--- src/rtl/reg_bus_arbiter.sv ---
`default_nettype none
// ============================================================================
// Module   : reg_bus_arbiter
// Purpose  : Shares one register-bus slave port between NM requesters using
//            round-robin arbitration with a single outstanding transaction.
//            The winner's command is latched onto the m* bus, held until the
//            slave returns sready, then read data / error response are handed
//            back to the winner with a one-cycle ack pulse and priority
//            rotates to the requester after the winner.
// Ports    : hclk, hresetn      - clock, asynchronous active-low reset
//            req/rwrite         - per-requester request and write flag (NM)
//            raddr/rstrb/rwdata - per-requester command, slice i at [i*W +: W]
//            ack                - one-hot completion pulse (NM)
//            rrdata/rresp       - read data / error, valid with ack, then held
//            busy               - arbiter not idle
//            mreq/mwrite/maddr/mstrb/mdata - command to the shared slave
//            sdata/sready/sresp - slave response
// Option   : REG_ARB_TIMEOUT_EN - when defined, a transaction that sees no
//            sready for TO_CYC BUS cycles completes with rresp=1, rrdata=0.
// Revision : 1.0 - initial release
// ============================================================================
module reg_bus_arbiter #(
    parameter int NM     = 2,
    parameter int DW     = 32,
    parameter int AW     = 32,
    parameter int WW     = 4,
    parameter int TO_CYC = 255
) (
    input  logic             hclk,
    input  logic             hresetn,
    input  logic [NM-1:0]    req,
    input  logic [NM-1:0]    rwrite,
    input  logic [NM*AW-1:0] raddr,
    input  logic [NM*WW-1:0] rstrb,
    input  logic [NM*DW-1:0] rwdata,
    output logic [NM-1:0]    ack,
    output logic [DW-1:0]    rrdata,
    output logic             rresp,
    output logic             busy,
    output logic             mreq,
    output logic             mwrite,
    output logic [AW-1:0]    maddr,
    output logic [WW-1:0]    mstrb,
    output logic [DW-1:0]    mdata,
    input  logic [DW-1:0]    sdata,
    input  logic             sready,
    input  logic             sresp
);

    localparam int IW = (NM > 1) ? $clog2(NM) : 1;

    if (NM < 2 || NM > 8 || TO_CYC < 1) begin : g_param_check
        $error("reg_bus_arbiter: NM must be 2..8 and TO_CYC must be >= 1");
    end

    typedef enum logic [1:0] {
        S_IDLE = 2'd0,
        S_BUS  = 2'd1,
        S_DONE = 2'd2
    } state_t;

    state_t          r_state, w_state_nxt;
    logic [IW-1:0]   r_ptr, w_ptr_nxt;
    logic [IW-1:0]   r_win, w_win_nxt;
    logic [NM-1:0]   r_ack, w_ack_nxt;
    logic [DW-1:0]   r_rrdata, w_rrdata_nxt;
    logic            r_rresp, w_rresp_nxt;
    logic            r_mreq, w_mreq_nxt;
    logic            r_mwrite, w_mwrite_nxt;
    logic [AW-1:0]   r_maddr, w_maddr_nxt;
    logic [WW-1:0]   r_mstrb, w_mstrb_nxt;
    logic [DW-1:0]   r_mdata, w_mdata_nxt;

    logic            w_found;
    logic [IW-1:0]   w_pick;

`ifdef REG_ARB_TIMEOUT_EN
    localparam int c_cnt_w = ($clog2(TO_CYC + 1) > 8) ? $clog2(TO_CYC + 1) : 8;
    // The counter is compared one below the limit so that the transition to
    // DONE happens on the edge where the count would reach TO_CYC.
    localparam logic [c_cnt_w-1:0] c_to_last = c_cnt_w'(TO_CYC - 1);
    logic [c_cnt_w-1:0] r_cnt, w_cnt_nxt;
`endif

    // Round-robin pick: first requesting index scanning upward from r_ptr,
    // wrapping modulo NM (NM need not be a power of two).
    always_comb begin : p_pick
        int j;
        w_found = 1'b0;
        w_pick  = '0;
        j       = 0;
        for (int i = 0; i < NM; i++) begin
            j = int'(r_ptr) + i;
            if (j >= NM) begin
                j = j - NM;
            end
            if (!w_found && req[j]) begin
                w_found = 1'b1;
                w_pick  = IW'(j);
            end
        end
    end

    // Next-state and next-output logic.
    always_comb begin : p_next
        w_state_nxt  = r_state;
        w_ptr_nxt    = r_ptr;
        w_win_nxt    = r_win;
        w_ack_nxt    = r_ack;
        w_rrdata_nxt = r_rrdata;
        w_rresp_nxt  = r_rresp;
        w_mreq_nxt   = r_mreq;
        w_mwrite_nxt = r_mwrite;
        w_maddr_nxt  = r_maddr;
        w_mstrb_nxt  = r_mstrb;
        w_mdata_nxt  = r_mdata;
`ifdef REG_ARB_TIMEOUT_EN
        w_cnt_nxt    = r_cnt;
`endif
        case (r_state)
            S_IDLE: begin
                if (w_found) begin
                    w_win_nxt    = w_pick;
                    w_mwrite_nxt = rwrite[w_pick];
                    w_maddr_nxt  = raddr[int'(w_pick)*AW +: AW];
                    w_mstrb_nxt  = rstrb[int'(w_pick)*WW +: WW];
                    w_mdata_nxt  = rwdata[int'(w_pick)*DW +: DW];
                    w_mreq_nxt   = 1'b1;
                    w_state_nxt  = S_BUS;
`ifdef REG_ARB_TIMEOUT_EN
                    w_cnt_nxt    = '0;
`endif
                end
            end
            S_BUS: begin
                if (sready) begin
                    w_mreq_nxt       = 1'b0;
                    w_rrdata_nxt     = r_mwrite ? '0 : sdata;
                    w_rresp_nxt      = sresp;
                    w_ack_nxt        = '0;
                    w_ack_nxt[r_win] = 1'b1;
                    w_state_nxt      = S_DONE;
                end
`ifdef REG_ARB_TIMEOUT_EN
                else if (r_cnt == c_to_last) begin
                    w_mreq_nxt       = 1'b0;
                    w_rrdata_nxt     = '0;
                    w_rresp_nxt      = 1'b1;
                    w_ack_nxt        = '0;
                    w_ack_nxt[r_win] = 1'b1;
                    w_cnt_nxt        = r_cnt + 1'b1;
                    w_state_nxt      = S_DONE;
                end else begin
                    w_cnt_nxt        = r_cnt + 1'b1;
                end
`endif
            end
            S_DONE: begin
                // req is deliberately ignored here so the acked requester
                // has one cycle to drop its request.
                w_ack_nxt   = '0;
                w_ptr_nxt   = (r_win == IW'(NM - 1)) ? '0 : r_win + 1'b1;
                w_state_nxt = S_IDLE;
            end
            default: begin
                w_state_nxt = S_IDLE;
            end
        endcase
    end

    always_ff @(posedge hclk or negedge hresetn) begin
        if (!hresetn) begin
            r_state  <= S_IDLE;
            r_ptr    <= '0;
            r_win    <= '0;
            r_ack    <= '0;
            r_rrdata <= '0;
            r_rresp  <= 1'b0;
            r_mreq   <= 1'b0;
            r_mwrite <= 1'b0;
            r_maddr  <= '0;
            r_mstrb  <= '0;
            r_mdata  <= '0;
`ifdef REG_ARB_TIMEOUT_EN
            r_cnt    <= '0;
`endif
        end else begin
            r_state  <= w_state_nxt;
            r_ptr    <= w_ptr_nxt;
            r_win    <= w_win_nxt;
            r_ack    <= w_ack_nxt;
            r_rrdata <= w_rrdata_nxt;
            r_rresp  <= w_rresp_nxt;
            r_mreq   <= w_mreq_nxt;
            r_mwrite <= w_mwrite_nxt;
            r_maddr  <= w_maddr_nxt;
            r_mstrb  <= w_mstrb_nxt;
            r_mdata  <= w_mdata_nxt;
`ifdef REG_ARB_TIMEOUT_EN
            r_cnt    <= w_cnt_nxt;
`endif
        end
    end

    assign ack    = r_ack;
    assign rrdata = r_rrdata;
    assign rresp  = r_rresp;
    assign busy   = (r_state != S_IDLE);
    assign mreq   = r_mreq;
    assign mwrite = r_mwrite;
    assign maddr  = r_maddr;
    assign mstrb  = r_mstrb;
    assign mdata  = r_mdata;

endmodule
`default_nettype wire

--- config.mk ---
export PLATFORM = sky130hd
export DESIGN_NAME = reg_bus_arbiter
export DESIGN_NICKNAME = d
export VERILOG_FILES = /design/src/rtl/reg_bus_arbiter.sv
export SDC_FILE = /design/constraint.sdc
export NUM_CORES = 1
export LEC_CHECK = 0
export CAP_MARGIN = 20
export CORE_MARGIN = 3
export CORE_UTILIZATION = 42
export CTS_CLUSTER_DIAMETER = 120
export DETAILED_ROUTE_END_ITERATION = 7
export PLACE_DENSITY = 0.9
export SETUP_SLACK_MARGIN = 0.1
export SLEW_MARGIN = 20
export SYNTH_ARGS = -nofsm -noshare
export SYNTH_HDL_FRONTEND = slang
export SYNTH_SLANG_ARGS = --single-unit
--- constraint.sdc ---
create_clock -name hclk -period 3.3 [get_ports hclk]
set_clock_uncertainty 0.1 [all_clocks]
set_input_delay 0.66 -clock hclk [delete_from_list [all_inputs] [get_ports hclk]]
set_output_delay 0.66 -clock hclk [all_outputs]
set_load 0.02 [all_outputs]
==> results_dict.tcl, run 1 <==
set metrics [dict create \
    start_util_pct 43.8 \
    synth_top_family_by_area "compound AO/OA/AOI/OAI gates" \
    r2r_setup_slack_ns 1.13 \
    cts.path.max_buffers 2 \
    cts_hold_buf 0 \
    avgSynthCellArea_um2 8.92 \
    layout_commonest_cell "clkdlybuf4s50_1" \
    vias_per_cell 5.76 \
    synth_xor_area_share_pct 0 \
    path_delay_family "buffers and inverters" \
    overflow 0 \
    critPathRequiredTime_ns 2.54 \
    r2r_end "maddr[21]" \
    io_pins 282 \
    synthesis.area_um2 5100 \
    cts_tree "yes" \
    fin_crit_sh_pct 74.2 \
    p_per_area_nw_per_um2 922 \
    fmax_mhz 409 \
    cts_resized 0 \
    synth_fa_ha_area_share_pct 0 \
    core_region_area_um2 11700 \
    place_area_um2 7930 \
    place.detailed.hpwl_mm 13.0 \
    detail_route.drc_violations 0 \
    setup_viol 0 \
    post_synth_and_or_nand_nor_area_fraction_pct 14.6 \
    seq_area_frac_synth_pct 53.4 \
    drt_iter0_markers 489 \
    yosysWarnings 0 \
    drive_above_1_share_pct 3.93 \
    wl_per_cell_um 19.0 \
    path_max_fanout 9 \
    finalNonFillerCells 958 \
    ys_ff_latch 109 \
    hp-class "in -> async" \
    htreeDepth 3 \
    drv_cap 0 \
    dp_cells 942 \
    finalSetupTns_ns 0 \
    grt_first_pass_wirelength_mm 27.9 \
    r2r_start "r_state[1]" \
    slew_violations 0 \
    worstMarginPinSlew_ns 1.01 \
    fin_nets 986 \
    synth.distinct_cells 21 \
    mostFrequentLayoutCells "clkdlybuf4s50_1 (279), dfrtp_1 (109), o21ai_0 (104)" \
    first_global_vias 5462 \
    synthMuxAreaShare_pct 0.221 \
    path_class "reg -> out" \
    finalHoldViolations 0 \
    power.leakage_uw 0.00320 \
    synth_compound_area_share_pct 26.2 \
    worst-path-buf-inv 2 \
    die_h_um 116 \
    cts_made_buffers 9 \
    timing.final.crit_period_ns 2.45 \
    wl_mm 18.2 \
    start_kind "flip-flop" \
    netlist_instances 572 \
    antenna_found_initial 0 \
    cpPeakStageDelay_ns 0.66 \
    die_w_um 116 \
    n_antenna_cell 0 \
    clkTransAtPathRegs_ns 0.07 \
    critPathCaptureType "output pin" \
    clkSinkCount 109 \
    rsz0062_at_grt "false" \
    gp_congestion 0.839 \
    areaGrowthSynthToFinish_pct 61.4 \
    antenna_left 0 \
    slew_headroom_pct 32.9 \
    cp_cell_sequence "nor2_4, inv_1, clkdlybuf4s50_1" \
    root_buffer "clkbuf_16" \
    ir_worst_vdd_mv 0.412 \
    status "finished, final reports clean" \
    die_area_um2 13500 \
    grt_usage_pct 25.9 \
    cp_slowest_cell "clkdlybuf4s50_1" \
    cp_data_arrival_time_ns 1.69 \
    final_area_um2 8240 \
    io_buffers 281 \
    via_count 5515 \
    syn_nets 748 \
    r2r_cells 4 \
    clk_latency_ns 0.34 \
    postCtsSetupRepairBufs 0 \
    firstDrtPassIters 4 \
    rows 39 \
    grt_start_max_net_pins 71 \
]
==> area by class of cell <==
| cell class | count | area [um^2] |
|---|---|---|
| timing repair buffer | 291 | 2910 |
| inverter | 3 | 11.3 |
| multi-input combinational | 396 | 2110 |
| clock buffer | 12 | 236 |
| sequential | 109 | 2730 |
| clock inverter | 4 | 72.6 |
| fill | 857 | 3420 |
| tap | 143 | 179 |
==> flip-flops by register name, summed over array words and instances, names as in the netlist, 2 cells and up <==
name and cells:
mstrb 4, mdata 32, rrdata 32, maddr 32, r_state 2, ack 2
==> cells in the mapped netlist (all sizes together) <==
master	n	area (um^2)
or2	1	6.26
nand2	38	143
buf	14	82.6
inv	3	11.3
a31oi	69	432
mux2	1	11.3
o21ai	104	521
a22o	3	26.3
nor2	2	10.0
nand3	69	345
dfrtp	109	2730
clkbuf	50	188
and2	1	6.26
nand3b	1	7.51
a32o	1	10.0
nand2b	35	219
a21oi	70	350
and2b	1	7.51
==> worst max path at each step <==
stage	from	to	slack (ns)	cells after the start
2_1_floorplan	r_state[1]	busy	1.32	4
3_3_place_gp	req[0]	maddr[11]	0.58	4
3_5_place_dp	sready	rrdata[17]	0.74	5
4_1_cts	r_state[1]	busy	0.87	3
5_1_grt	r_state[1]	busy	0.78	3
6_report	r_state[1]	busy	0.85	3
==> metal layers <==
metal	share of wire [%]	routed length, um	track usage (%)	up-vias
met5	0	0	0	-
met4	2.1	380	8.35	0
met3	9.7	1760	7.15	30
met2	50	9100	44.8	300
met1	38	6950	31.4	2651
li1	-	-	-	2534
==> worst register-to-register path, cell delays in order (launching register included) <==
cell	delay, ns
dfrtp_1	0.49
nor2_4	0.17
buf_4	0.32
and2_4	0.69
a31oi_1	0.23
==> logic make-up after synthesis <==
| family | after synthesis |
|---|---|
| simple gates | 148 |
| buf+inv | 67 |
| compound gates | 247 |
| mux | 1 |
| flops | 109 |
==> through the flow <==
step	hold slack (ns)	util, %	worst slack, ns	total power, uW
floorplan	0.264	-	1.32	4470
global placement	0.363	68.0	0.582	6330
detailed placement	0.376	68.0	0.735	6490
CTS	0.327	70.6	0.868	7630
global route	0.353	70.6	0.777	8040
finish	0.280	70.6	0.852	7600
==> report_power, final <==
part / total [uW] / leakage (uW) / internal [uW] / switching [uW]
clock network: 1120 / 0.000147 / 665 / 458
logic: 4050 / 0.00177 / 1830 / 2210
registers: 2430 / 0.00129 / 2010 / 420
(Power assumes the default switching activity.)
==> run 2: changes to the inputs <==
CORE_UTILIZATION = 35   (was 42)
PLACE_DENSITY = 0.81   (was 0.9)
clock period = 2.1 ns   (was 3.3 ns; I/O delays follow)
==> results_dict.tcl, run 2 (synthesis results as in run 1) <==
set metrics [dict create \
    status "finished, final reports clean" \
    path_class "reg -> out" \
    worst-path-buf-inv 2 \
    clk_latency_ns 0.35 \
    cts_made_buffers 9 \
    fin_util_pct 60.3 \
    grt_start_max_net_pins 73 \
    start_util_pct 36.2 \
    core_region_area_um2 14100 \
    n_antenna_cell 0 \
    cts_tree "yes" \
    cts.path.max_buffers 2 \
    grt_first_pass_wirelength_mm 27.4 \
    firstDrtPassIters 5 \
    areaGrowthSynthToFinish_pct 66.6 \
    r2r_setup_slack_ns 0.20 \
    die_area_um2 16100 \
    overflow 0 \
    detail_route.drc_violations 0 \
    p_per_area_nw_per_um2 1410 \
    root_buffer "clkbuf_16" \
    clkTransAtPathRegs_ns 0.07 \
    r2r_start "r_state[1]" \
    wl_per_cell_um 17.6 \
    die_h_um 127 \
    finalSetupTns_ns 0 \
    place.detailed.hpwl_mm 12.7 \
    ir_worst_vdd_mv 0.688 \
    cp_cell_sequence "nor2_4, inv_1, dlygate4sd2_1" \
    startpoint "r_state[1]" \
    critPathCaptureType "output pin" \
    hp-class "in -> async" \
    postCtsSetupRepairBufs 0 \
    r2r_end "maddr[8]" \
    path_delay_family "flip-flops" \
    io_pins 282 \
    finalHoldViolations 0 \
    die_w_um 127 \
    seq_area_um2 2730 \
    clkSinkCount 109 \
    path_max_fanout 9 \
    drt_iter0_markers 281 \
    slew_headroom_pct 58.8 \
    power_uw 12000 \
    fill_cells 1242 \
    setup_viol 0 \
    r2r_cells 5 \
    fin_crit_sh_pct 91.6 \
    slew_violations 0 \
    layout_commonest_cell "clkdlybuf4s50_1" \
    critPathRequiredTime_ns 1.58 \
    first_global_vias 5183 \
    cpPeakStageDelay_ns 0.48 \
    cp_data_arrival_time_ns 1.40 \
    io_buffers 281 \
    via_count 5422 \
    htreeDepth 3 \
    vias_per_cell 5.36 \
    drv_cap 0 \
    cp.depth 3 \
    gp_congestion 0.828 \
    power.leakage_uw 0.00331 \
    antenna_left 0 \
    grt_usage_pct 21.3 \
    hold_ws_ns 0.309 \
    start_kind "flip-flop" \
    drive_above_1_share_pct 5.90 \
    mostFrequentLayoutCells "clkdlybuf4s50_1 (278), dfrtp_1 (108), o21ai_0 (104)" \
    rsz0062_at_grt "false" \
    rows 43 \
    wl_mm 17.8 \
    worstMarginPinSlew_ns 0.617 \
    multi_input_area_um2 2100 \
    fmax_mhz 520 \
    timing.final.crit_period_ns 1.92 \
    antenna_found_initial 0 \
    fin_nets 1002 \
    cp_slowest_cell "dfrtp_2" \
    cp-endpoint "busy" \
]
run 2: changes by cell type in the layout (fill, tap and decap cells not counted), sizes merged:
cell,change
buf,+15
bufinv,-1
clkdlybuf4s50,-1
clkinv,+1
dlygate4sd2,+1
dlygate4sd3,+1
run 2: area by class of cell:
type	count	share of cell area, %
Clock buffer	12	2.90
Clock inverter	4	0.559
Inverter	3	0.132
Multi-Input combinational cell	396	24.7
Sequential cell	109	32.1
Tap cell	180	2.65
Timing Repair Buffer	307	36.9
run 2: how the worst min path moves through the flow:
| stage | start | end | slack, ns | cells after the start |
|---|---|---|---|---|
| after floorplan | hresetn | ack[0] | 0.02 | 0 |
| after global placement | hresetn | rrdata[4] | 0.13 | 1 |
| after detailed placement | hresetn | rrdata[4] | 0.13 | 1 |
| after CTS | hresetn | rrdata[4] | 0.29 | 2 |
| after global routing | hresetn | rrdata[4] | 0.30 | 2 |
| final | hresetn | rrdata[4] | 0.31 | 2 |
run 2: power by group:
| part | switching (uW) | internal, uW | total, uW | leakage (uW) |
|---|---|---|---|---|
| clock network | 760 | 956 | 1720 | 0.000143 |
| registers | 599 | 3150 | 3750 | 0.00129 |
| logic | 3490 | 3060 | 6550 | 0.00188 |
| total | 4840 | 7160 | 12000 | 0.00331 |
run 2: what timing repair did:
item,in CTS,in global routing
hold buffers,1,0
setup endpoints to repair,1,0
gates resized for setup,2,0
endpoints found under the hold margin,61,0
run 2: stage by stage:
step / setup slack (ns) / cell area, um^2 / cells
floorplan: 0.361 / 5100 / 572
global placement: -0.0179 / 8200 / 994
detailed placement: -0.0488 / 8200 / 994
CTS: 0.158 / 8500 / 1011
global route: 0.120 / 8500 / 1011
finish: 0.177 / 8500 / 1011
run 2: metal layers:
layer  global-route usage [%]  wire length (um)
met3                     6.32              1640
met1                     25.4              6930
met4                     8.33               508
met5                        0                 0
met2                     36.0              8720
